===== src/rtl/if_prefetch_queue.sv =====
// Instruction-fetch front end: fetch-PC counter, single-outstanding imem request port
// and a DEPTH-entry prefetch queue feeding the IF/ID register, with delay-slot aware redirects.
module if_prefetch_queue #(
    parameter int          ADDR_W   = 9,
    parameter int          DEPTH    = 4,
    parameter int unsigned RESET_PC = 0
) (
    input  logic              clk,
    input  logic              reset,
    output logic              imem_req,
    output logic [ADDR_W-1:0] imem_addr,
    input  logic              imem_rvalid,
    input  logic [31:0]       imem_rdata,
    output logic              inst_valid,
    output logic [31:0]       inst,
    output logic [31:0]       inst_pc,
    input  logic              inst_ready,
    input  logic              redirect_valid,
    input  logic [31:0]       redirect_target,
    input  logic              redirect_keep,
    output logic [31:0]       fetch_pc,
    output logic [1:0]        dbg_state
);
    // Handshakes: the queue head pops on every edge where inst_valid && inst_ready (inst_valid never
    // depends on inst_ready); imem_req is always accepted and its response returns with imem_rvalid.

    localparam int PTR_W = $clog2(DEPTH);
    localparam int CNT_W = PTR_W + 1;
    localparam logic [ADDR_W-1:0] L_RESET_PC = ADDR_W'(RESET_PC);

    localparam logic [1:0] S_IDLE = 2'd0;
    localparam logic [1:0] S_WAIT = 2'd1;
    localparam logic [1:0] S_DROP = 2'd2;

    logic [1:0]        r_state;
    logic [CNT_W-1:0]  r_count;
    logic [PTR_W-1:0]  r_rd;
    logic [PTR_W-1:0]  r_wr;
    logic [ADDR_W-1:0] r_fpc;
    logic [ADDR_W-1:0] r_req_pc;
    logic [ADDR_W-1:0] r_tgt_q;
    logic              r_slot_pending;
    logic [31:0]       r_inst_mem [DEPTH];
    logic [ADDR_W-1:0] r_pc_mem   [DEPTH];

    logic              w_valid;
    logic              w_pop;
    logic [CNT_W-1:0]  w_cnt_after_pop;
    logic              w_empty_after_pop;
    logic [CNT_W-1:0]  w_occ;
    logic              w_room;
    logic              w_issue;
    logic              w_push;
    logic              w_slot_inflight;
    logic              w_slot_later;
    logic              w_keep_head;
    logic              w_flush_all;
    logic [ADDR_W-1:0] w_target;
    logic              w_unused_tgt;

    assign w_valid           = (r_count != '0);
    assign w_pop             = w_valid & inst_ready;
    assign w_cnt_after_pop   = r_count - CNT_W'(w_pop);
    assign w_empty_after_pop = (w_cnt_after_pop == '0);
    assign w_occ             = r_count + CNT_W'(r_state != S_IDLE);
    assign w_room            = (w_occ < CNT_W'(DEPTH)) | ((w_occ == CNT_W'(DEPTH)) & w_pop);
    assign w_issue           = ~reset & ~redirect_valid & w_room
                               & ((r_state == S_IDLE) | imem_rvalid);
    assign w_target          = {redirect_target[ADDR_W-1:2], 2'b00};
    assign w_unused_tgt      = &{1'b0, redirect_target[31:ADDR_W], redirect_target[1:0]};

    // Delay slot already in flight (WAIT) versus not yet fetched (slot_pending path).
    assign w_slot_inflight = redirect_valid & redirect_keep & w_empty_after_pop & (r_state == S_WAIT);
    assign w_slot_later    = redirect_valid & redirect_keep & w_empty_after_pop & (r_state != S_WAIT);
    assign w_keep_head     = redirect_valid & redirect_keep & ~w_empty_after_pop;
    assign w_flush_all     = redirect_valid & ~redirect_keep;
    assign w_push          = imem_rvalid & (r_state == S_WAIT) & (~redirect_valid | w_slot_inflight);

    always_ff @(posedge clk) begin
        if (reset) begin
            r_state        <= S_IDLE;
            r_count        <= '0;
            r_rd           <= '0;
            r_wr           <= '0;
            r_fpc          <= L_RESET_PC;
            r_req_pc       <= '0;
            r_tgt_q        <= '0;
            r_slot_pending <= 1'b0;
        end else begin
            if (redirect_valid) begin
                if (imem_rvalid || r_state == S_IDLE) begin
                    r_state <= S_IDLE;
                end else if (w_slot_inflight) begin
                    r_state <= S_WAIT;
                end else begin
                    r_state <= S_DROP;
                end
            end else if (w_issue) begin
                r_state <= S_WAIT;
            end else if (imem_rvalid) begin
                r_state <= S_IDLE;
            end

            if (w_flush_all) begin
                r_rd    <= '0;
                r_wr    <= '0;
                r_count <= '0;
            end else if (w_keep_head) begin
                r_rd    <= r_rd + PTR_W'(w_pop);
                r_wr    <= r_rd + PTR_W'(w_pop) + PTR_W'(1);
                r_count <= CNT_W'(1);
            end else begin
                if (w_push) r_wr <= r_wr + PTR_W'(1);
                if (w_pop)  r_rd <= r_rd + PTR_W'(1);
                r_count <= r_count + CNT_W'(w_push) - CNT_W'(w_pop);
            end

            if (redirect_valid) begin
                if (w_slot_later) begin
                    r_tgt_q        <= w_target;
                    r_slot_pending <= 1'b1;
                end else begin
                    r_fpc          <= w_target;
                    r_slot_pending <= 1'b0;
                end
            end else if (w_issue) begin
                r_req_pc       <= r_fpc;
                r_fpc          <= r_slot_pending ? r_tgt_q : r_fpc + ADDR_W'(4);
                r_slot_pending <= 1'b0;
            end
        end
    end

    always_ff @(posedge clk) begin
        if (w_push) begin
            r_inst_mem[r_wr] <= imem_rdata;
            r_pc_mem[r_wr]   <= r_req_pc;
        end
    end

    assign imem_req   = w_issue;
    assign imem_addr  = r_fpc;
    assign inst_valid = w_valid;
    assign inst       = w_valid ? r_inst_mem[r_rd] : '0;
    assign inst_pc    = w_valid ? 32'(r_pc_mem[r_rd]) : '0;
    assign fetch_pc   = 32'(r_fpc);
    assign dbg_state  = r_state;

endmodule


===== config.mk =====
export PLATFORM = sky130hd
export DESIGN_NAME = if_prefetch_queue
export DESIGN_NICKNAME = d
export VERILOG_FILES = /design/src/rtl/if_prefetch_queue.sv
export SDC_FILE = /design/constraint.sdc
export NUM_CORES = 1
export LEC_CHECK = 0
export CAP_MARGIN = 30
export CORE_MARGIN = 2
export CORE_UTILIZATION = 55
export CTS_CLUSTER_DIAMETER = 40
export DETAILED_ROUTE_END_ITERATION = 10
export GPL_ROUTABILITY_DRIVEN = 0
export PLACE_DENSITY = 0.86
export SYNTH_ARGS = -nofsm -noshare
export SYNTH_HDL_FRONTEND = slang
export SYNTH_SLANG_ARGS = --single-unit

===== constraint.sdc =====
create_clock -name clk -period 14.7 [get_ports clk]
set_clock_uncertainty 0.2 [all_clocks]
set_input_delay 4.41 -clock clk [delete_from_list [all_inputs] [get_ports clk]]
set_output_delay 4.41 -clock clk [all_outputs]
set_load 0.005 [all_outputs]

==> flow_metrics.tcl, run 1 <==
set metrics [dict create \
    cts_tree "yes" \
    cts_buffers 17 \
    max_freq_mhz 88.9 \
    critPathLaunchType "primary input" \
    yosysTopAreaCell "edfxtp_1" \
    yosysTopAreaCellShare_pct 57.4 \
    finalSetupViolCount 0 \
    power.leakage_nw 3.26 \
    period_minus_slack_ns 11.25 \
    hp-class "reg -> reg" \
    setup_slack_ns 3.45 \
    path_class "in -> out" \
    ir_drop_v 0.000107 \
    worst_setup_path_end_kind "output port" \
    first_global_vias 4465 \
    maxSlewHeadroom_pct 38.3 \
    area_growth_pct 19.2 \
    synth_area_leaders "edfxtp_1, mux4_2, dfxtp_1" \
    io_buffer_count 101 \
    dr.pass1.iters 4 \
    ys_seq_area_share_pct 65.5 \
    dp_hpwl_mm 9.04 \
    min_delay_path_depth 2 \
    timing.final.crit_share_pct 76.5 \
    dr.first_iter.drc_count 472 \
    clk_pin_slew_ns 0.07 \
    die_h_microns 126 \
    holdBufCountCts 0 \
    core_sq_um 14500 \
    clkLatencyLatePin_ns 0.42 \
    path_max_fanout 26 \
    ctsRootBufferMaster "clkbuf_16" \
    design_area_sq_um 9730 \
    postRouteAntennaNets 0 \
    pin_count 179 \
    routedWlPerCell_microns 18.1 \
    die-area_sq_um 15800 \
    avgSynthCellArea_sq_um 15.5 \
    pre_cts_slack_ns 3.46 \
    drc 0 \
    synthCells 525 \
    cp.required_ns 10.09 \
    powerDensity_nw_per_um2 156 \
    maxCapViolations 0 \
    slew_violations 0 \
    grt_use_total_pct 19.3 \
    synth_edf_count 156 \
    antenna_cells 0 \
    synthArstFlopShare_pct 0 \
    cp.arrival_ns 6.64 \
    rsz0062_at_grt "false" \
    postCtsSetupBuffers 0 \
    hold_viol_final 0 \
    cts_buffer_depth 2 \
    clock_sinks 189 \
    dpl_cell_area_sq_um 9110 \
    status "finished, final reports clean" \
    grt_pass1_wl_mm 23.3 \
    power_mw 1.52 \
    fin_nets 695 \
    start_util_pct 56.2 \
    antenna_found_initial 1 \
    cts.repair.resized 0 \
    dieWidth_microns 126 \
    viasPerCell 5.42 \
    grt_max_degree 48 \
    drt-total-wl_mm 14.8 \
    ys_ff_latch 189 \
    finalSetupTns_ns 0 \
    max_slew.worst_pin.slew_ns 0.923 \
    drive_gt1_share_pct 15.6 \
    whs_ns 0.257 \
    netlist_area_sq_um 8160 \
    ys_warn_count 0 \
    yosys_most_used_dff "edfxtp_1" \
    grt_overflow 0 \
    via_count 4432 \
    netlist-cell-type-count 59 \
    reg2reg_depth 9 \
    num_rows 44 \
    cts_max_level 4 \
]
path summary, 6_finish.rpt:
check              from    endpoint  slack, ns
max               reset    imem_req       3.45
min          r_tgt_q[2]  r_tgt_q[2]       0.26
max reg2reg  r_count[2]  r_count[2]      11.88
min reg2reg  r_tgt_q[2]  r_tgt_q[2]       0.26
report_power, final:
part	switching [mW]	leakage, nW	internal (mW)	total [mW]
combinational	0.177	1.28	0.238	0.416
clock	0.190	0.301	0.285	0.474
sequential	0.0287	1.68	0.600	0.628
total	0.396	3.26	1.12	1.52
final cells by class:
cell class | count | area [sq um]
inverter | 11 | 41.3
clock inverter | 15 | 194
tap | 184 | 230
sequential | 189 | 5350
timing repair buffer | 107 | 1070
clock buffer | 17 | 425
multi-input combinational | 294 | 2420
fill | 990 | 4810
metal layers:
layer  GRT usage [%]  wire length [microns]
met1            24.5                   6050
met2            33.0                   7840
met3            4.38                    799
met4            6.92                     69
met5               0                     16
synth_stat cells, types with 3 or more instances:
master / n
nand3_1: 12
inv_1: 11
a31oi_1: 6
buf_2: 6
nor3b_1: 3
o21ai_0: 11
and2_1: 40
xnor2_1: 6
nor3_1: 8
xor2_1: 5
buf_4: 63
mux2i_1: 3
nand2b_1: 4
mux4_2: 39
ha_1: 4
dfxtp_1: 33
o311ai_0: 3
clkbuf_1: 11
nand2_1: 24
nor2_1: 10
edfxtp_1: 156
a21oi_1: 22
critical path, stage by stage:
cell             delay, ns
clkdlybuf4s50_1       0.88
or3_1                 0.68
nor2_1                0.14
clkdlybuf4s50_1       0.52
cell families (layout without fill, tap and decap cells):
family,count (synthesis),after routing,share of synthesized area (%)
AOI/OAI and AO/OA,64,64,5.24
xor gates and xnor gates,11,11,1.18
adders and majority gates,5,5,0.859
buffers and inverters,93,150,7.45
DFF,189,189,65.5
muxes,42,42,11.1
other,1,52,0.0459
and+or+nand+nor,120,120,8.60
cell usage in the layout (no fill, tap or decap), types with 12 or more instances in the layout:
master,synthesis,final
a21oi_1,22,22
and2_1,40,40
clkbuf_16,0,17
clkdlybuf4s50_1,0,101
conb_1,1,52
dfxtp_1,33,31
edfxtp_1,156,156
mux4_2,39,39
nand2_1,24,24
nand3_1,12,12
stage by stage:
| stage | cells | utilization, % |
|---|---|---|
| 2_1_floorplan | 576 | - |
| 3_3_place_gp | 784 | 62.5 |
| 3_5_place_dp | 785 | 62.7 |
| 4_1_cts | 817 | 66.9 |
| 5_1_grt | 817 | 66.9 |
| 6_report | 817 | 66.9 |
state kept, by name, summed over array words and instances (netlist names), named ones only:
register / count
dbg_state: 2
imem_addr: 7
r_count: 3
r_inst_mem: 128
r_pc_mem: 28
r_rd: 2
r_req_pc: 7
r_slot_pending: 1
r_tgt_q: 7
r_wr: 2
Note: power is estimated with default switching activity, not from simulation.
==> inputs of run 2 (changes only) <==
--- a/config.mk
+++ b/config.mk
@@ -7,11 +7,11 @@
 export LEC_CHECK = 0
 export CAP_MARGIN = 30
 export CORE_MARGIN = 2
-export CORE_UTILIZATION = 55
+export CORE_UTILIZATION = 51
 export CTS_CLUSTER_DIAMETER = 40
 export DETAILED_ROUTE_END_ITERATION = 10
 export GPL_ROUTABILITY_DRIVEN = 0
-export PLACE_DENSITY = 0.86
+export PLACE_DENSITY = 0.8
 export SYNTH_ARGS = -nofsm -noshare
 export SYNTH_HDL_FRONTEND = slang
 export SYNTH_SLANG_ARGS = --single-unit
==> constraint.sdc (replaced) <==
create_clock -name clk -period 11.8 [get_ports clk]
set_clock_uncertainty 0.2 [all_clocks]
set_input_delay 3.54 -clock clk [delete_from_list [all_inputs] [get_ports clk]]
set_output_delay 3.54 -clock clk [all_outputs]
set_load 0.005 [all_outputs]
==> run 2 against run 1 <==
  * Hold slack got worse by 0.0070 ns
  * Largest power group unchanged
  * Combinational power rose by 26%
  * First-iteration DRC count fell by 23%
  * Sequential share of layout area fell by 0.23 points
  * Sequential cell count did not move
==> flow_metrics.tcl, run 2 (same netlist as run 1, synthesis figures left out) <==
set metrics [dict create \
    cp.arrival_ns 5.86 \
    cts_buffers 17 \
    finalSetupTns_ns 0 \
    max_stage_delay_ns 0.91 \
    clock_sinks 189 \
    dr.pass1.iters 5 \
    path_max_fanout 30 \
    max_flop_register "r_inst_mem" \
    crit_family "buffers and inverters" \
    grt_max_degree 48 \
    largest_reg_flops 128 \
    final_cell_mix "edfxtp_1, clkdlybuf4s50_1, conb_1" \
    io_buffer_count 101 \
    cts_max_level 4 \
    cts_buffer_depth 2 \
    via_count 4473 \
    first_global_vias 4496 \
    cts.repair.resized 0 \
    whs_ns 0.250 \
    hold_viol_final 0 \
    pin_count 179 \
    slew_violations 0 \
    period_minus_slack_ns 9.60 \
    dpl_cell_area_sq_um 9160 \
    maxSlewHeadroom_pct 34.9 \
    power.leakage_nw 3.26 \
    max_slew.worst_pin.slew_ns 0.974 \
    crit_top_cell "clkdlybuf4s50_1" \
    r2r_setup_slack_ns 8.92 \
    start_util_pct 51.8 \
    worstPathCellList "clkdlybuf4s50_1 > or3_1 > nor2_1 > clkdlybuf4s50_1" \
    dp_hpwl_mm 9.45 \
    die-area_sq_um 17000 \
    cp.required_ns 8.06 \
    antenna_found_initial 1 \
    die_h_microns 131 \
    grt_pass1_wl_mm 23.2 \
    clkLatencyLatePin_ns 0.42 \
    maxCapViolations 0 \
    grt_overflow 0 \
    timing.final.crit_share_pct 81.3 \
    drc 0 \
    viasPerCell 5.27 \
    num_rows 46 \
    rsz0062_at_grt "false" \
    core_sq_um 15800 \
    path_class "in -> out" \
    ctsRootBufferMaster "clkbuf_16" \
    worst_setup_path_end_kind "output port" \
    routedWlPerCell_microns 17.9 \
    hp-class "reg -> reg" \
    design_area_sq_um 9770 \
    crit_path_top_delay_cell "clkdlybuf4s50_1" \
    postRouteAntennaNets 0 \
    layout_commonest_cell "edfxtp_1" \
    finalSetupViolCount 0 \
    fin_nets 695 \
    status "finished, final reports clean" \
    ir_drop_v 0.000113 \
    clk_pin_slew_ns 0.07 \
    holdBufCountCts 0 \
    cts_tree "yes" \
    powerDensity_nw_per_um2 194 \
    drt-total-wl_mm 15.2 \
    post-route-util_pct 61.9 \
    antenna_cells 0 \
    grt_use_total_pct 18.2 \
    postCtsSetupBuffers 0 \
    drive_gt1_share_pct 14.8 \
    setup_slack_ns 2.20 \
    pre_cts_slack_ns 2.26 \
    reg_top3 "r_inst_mem (128), r_pc_mem (28)" \
    critPathLaunchType "primary input" \
    dr.first_iter.drc_count 363 \
    area_growth_pct 19.7 \
    critical_path_buf_inv_count 2 \
    max_freq_mhz 104 \
    dieWidth_microns 131 \
]
## run 2: layer usage
metal	part of all wire, %	wire length [microns]	track usage [%]
met1	42	6410	22.9
met2	52	7880	31.2
met3	4.9	747	4.93
met4	1.3	196	5.57
met5	0	0	0
## run 2: worst paths after layout
check / start / cells past startpoint / to
setup reg to reg: r_count[2] / 9 / r_count[2]
hold / removal: r_tgt_q[2] / 2 / r_tgt_q[2]
setup / recovery: redirect_valid / 4 / imem_req
hold reg to reg: r_tgt_q[2] / 2 / r_tgt_q[2]
## run 2: stage by stage
step / cells / power (mW)
after floorplan: 576 / 1.09
after global placement: 816 / 1.31
after global routing: 849 / 1.99
after detailed placement: 817 / 1.33
after CTS: 849 / 1.91
final: 849 / 1.90
## run 2: layout make-up
class	count	area, sq um
clock inverters	8	141
repair buffers	107	1080
fillers	1167	6000
well taps	216	270
clock buffers	24	472
inverters	11	41.3
multi-input cells	294	2420
flip-flops and latches	189	5350
## run 2: power by group
group / total [mW] / switching, mW / internal, mW
clock: 0.589 / 0.224 / 0.365
sequential: 0.784 / 0.0372 / 0.747
combinational: 0.523 / 0.225 / 0.297
total: 1.90 / 0.487 / 1.41
## run 2: worst reg2reg max path, cell delays in order (launching register included)
cell and delay [ns]:
dfxtp_1 0.39, or2_4 0.32, o31a_2 0.35, nand2b_1 0.29, xor2_1 0.21, ha_1 0.21
fa_1 0.38, xnor2_1 0.21, xnor2_1 0.16, nor2_1 0.06
==> inputs of run 3 (changes only) <==
--- a/config.mk
+++ b/config.mk
@@ -7,11 +7,11 @@
 export LEC_CHECK = 0
 export CAP_MARGIN = 30
 export CORE_MARGIN = 2
-export CORE_UTILIZATION = 51
+export CORE_UTILIZATION = 46
 export CTS_CLUSTER_DIAMETER = 40
 export DETAILED_ROUTE_END_ITERATION = 10
 export GPL_ROUTABILITY_DRIVEN = 0
-export PLACE_DENSITY = 0.8
+export PLACE_DENSITY = 0.77
 export SYNTH_ARGS = -nofsm -noshare
 export SYNTH_HDL_FRONTEND = slang
 export SYNTH_SLANG_ARGS = --single-unit
==> constraint.sdc (replaced) <==
create_clock -name clk -period 8.4 [get_ports clk]
set_clock_uncertainty 0.2 [all_clocks]
set_input_delay 2.52 -clock clk [delete_from_list [all_inputs] [get_ports clk]]
set_output_delay 2.52 -clock clk [all_outputs]
set_load 0.005 [all_outputs]
==> run 3 against run 2 <==
  * Clock power is 28% higher
  * Combinational power is 43% higher
  * First-iteration DRC count fell by 6.6%
  * Sequential share of layout area rose by 0.22 points
  * Routed wire length about the same
  * Die area increased by 11%
  * Critical path type unchanged
  * Largest cell class unchanged
  * Largest power group unchanged
==> flow_metrics.tcl, run 3 (same netlist as run 1, synthesis figures left out) <==
set metrics [dict create \
    status "finished, final reports clean" \
    viasPerCell 5.20 \
    final_cell_mix "edfxtp_1, clkdlybuf4s50_1, conb_1" \
    path_class "in -> out" \
    io_buffer_count 101 \
    maxCapViolations 0 \
    worst_setup_path_end_kind "output port" \
    rsz0062_at_grt "false" \
    layout_commonest_cell "edfxtp_1" \
    cts_buffer_depth 2 \
    die_h_microns 137 \
    powerDensity_nw_per_um2 266 \
    power.leakage_nw 3.23 \
    instances_no_fill 859 \
    clock_sinks 189 \
    clk_pin_slew_ns 0.06 \
    ctsRootBufferMaster "clkbuf_16" \
    crit_end "imem_req" \
    pin_count 179 \
    whs_ns 0.257 \
    hp-class "reg -> reg" \
    antenna_cells 0 \
    worstPathCellList "clkdlybuf4s50_1 > o21ba_2 > or3_1 > nor2_1 > clkdlybuf4s50_1" \
    start_util_pct 47.2 \
    dp_hpwl_mm 9.59 \
    max_freq_mhz 141 \
    cts_tree "yes" \
    ir_drop_v 0.000151 \
    power_mw 2.59 \
    drive_gt1_share_pct 15.3 \
    grt_max_degree 48 \
    r2r-end "r_count[2]" \
    finalSetupViolCount 0 \
    reg_top3 "r_inst_mem (128), r_pc_mem (28)" \
    startpoint "imem_rvalid" \
    drc 0 \
    dpl_cell_area_sq_um 9170 \
    largest_reg_flops 128 \
    fin_nets 697 \
    num_rows 48 \
    holdBufCountCts 0 \
    cts_buffers 17 \
    design_area_sq_um 9730 \
    period_minus_slack_ns 7.10 \
    critPathLaunchType "primary input" \
    placedCellCount 828 \
    cts_max_level 4 \
    path_max_fanout 8 \
    finalSetupTns_ns 0 \
    r2r_setup_slack_ns 5.56 \
    clkLatencyLatePin_ns 0.42 \
    drt-total-wl_mm 15.2 \
    antenna_found_initial 0 \
    grt_pass1_wl_mm 23.6 \
    reg2reg_depth 9 \
    hold_viol_final 0 \
    dieWidth_microns 137 \
    slew_violations 0 \
    postRouteAntennaNets 0 \
    max_flop_register "r_inst_mem" \
    crit_top_cell "clkdlybuf4s50_1" \
    maxSlewHeadroom_pct 42.5 \
    max_stage_delay_ns 0.54 \
    first_global_vias 4540 \
    crit_path_top_delay_cell "clkdlybuf4s50_1" \
    cts.repair.resized 0 \
    max_slew.worst_pin.slew_ns 0.856 \
    fill_cells 1369 \
    postCtsSetupBuffers 0 \
    dr.first_iter.drc_count 339 \
    grt_use_total_pct 16.8 \
    die-area_sq_um 18800 \
    routedWlPerCell_microns 17.7 \
    cp.arrival_ns 4.38 \
    dr.pass1.iters 4 \
    via_count 4468 \
    rr_startpoint "r_count[2]" \
    core_sq_um 17300 \
    area_growth_pct 19.2 \
    cp.required_ns 5.68 \
    timing.final.crit_share_pct 84.5 \
    grt_overflow 0 \
]
run 3: cell types whose count changed in the layout (fill, tap and decap cells not counted):
cell	before	now
clkinvlp_4	1	3
buf_16	1	0
buf_4	5	7
clkinv_4	0	2
clkbuf_8	2	0
bufinv_16	4	2
buf_12	0	1
clkbuf_1	5	1
clkinv_1	1	3
clkinvlp_2	0	1
run 3: metal layers:
metal	global-route usage (%)	up-vias	part of all wire [%]
met5	0	-	0
met4	5.67	0	1.2
met3	3.68	14	4.9
met2	28.8	139	53
met1	21.2	2237	41
li1	-	2078	-
run 3: report_power, final:
group / total (mW) / switching [mW] / internal [mW]
combinational: 0.747 / 0.329 / 0.418
clock: 0.752 / 0.320 / 0.432
sequential: 1.09 / 0.0425 / 1.05
run 3: area by class of cell:
cell class	instances	area, sq um	share of cell area, %
flip-flops and latches	189	5350	55.0
multi-input cells	294	2420	24.9
repair buffers	109	1080	11.1
clock buffers	18	429	4.41
well taps	225	282	2.89
clock inverters	13	126	1.30
inverters	11	41.3	0.424
run 3: through the flow:
stage / util, % / setup WS (ns)
global route: 56.3 / 1.18
finish: 56.3 / 1.30
detailed placement: 53.0 / 1.31
CTS: 56.3 / 1.30
floorplan: - / 1.78
global placement: 52.9 / 1.32
run 3: how the worst min path moves through the flow:
stage                     startpoint    endpoint  slack, ns  cells after the start
after floorplan           r_tgt_q[2]  r_tgt_q[2]       0.23                      2
after global placement    r_tgt_q[8]  r_tgt_q[8]       0.24                      2
after detailed placement  r_tgt_q[7]  r_tgt_q[7]       0.25                      2
after CTS                 r_tgt_q[7]  r_tgt_q[7]       0.26                      2
after global routing      r_tgt_q[7]  r_tgt_q[7]       0.27                      2
final                     r_tgt_q[3]  r_tgt_q[3]       0.26                      2
run 3: worst max-delay path, delay by kind of cell:
kind | cells | cell delay (ns)
and+or+nand+nor | 2 | 0.58
AOI/OAI and AO/OA | 1 | 0.20
buffers and inverters | 2 | 1.07
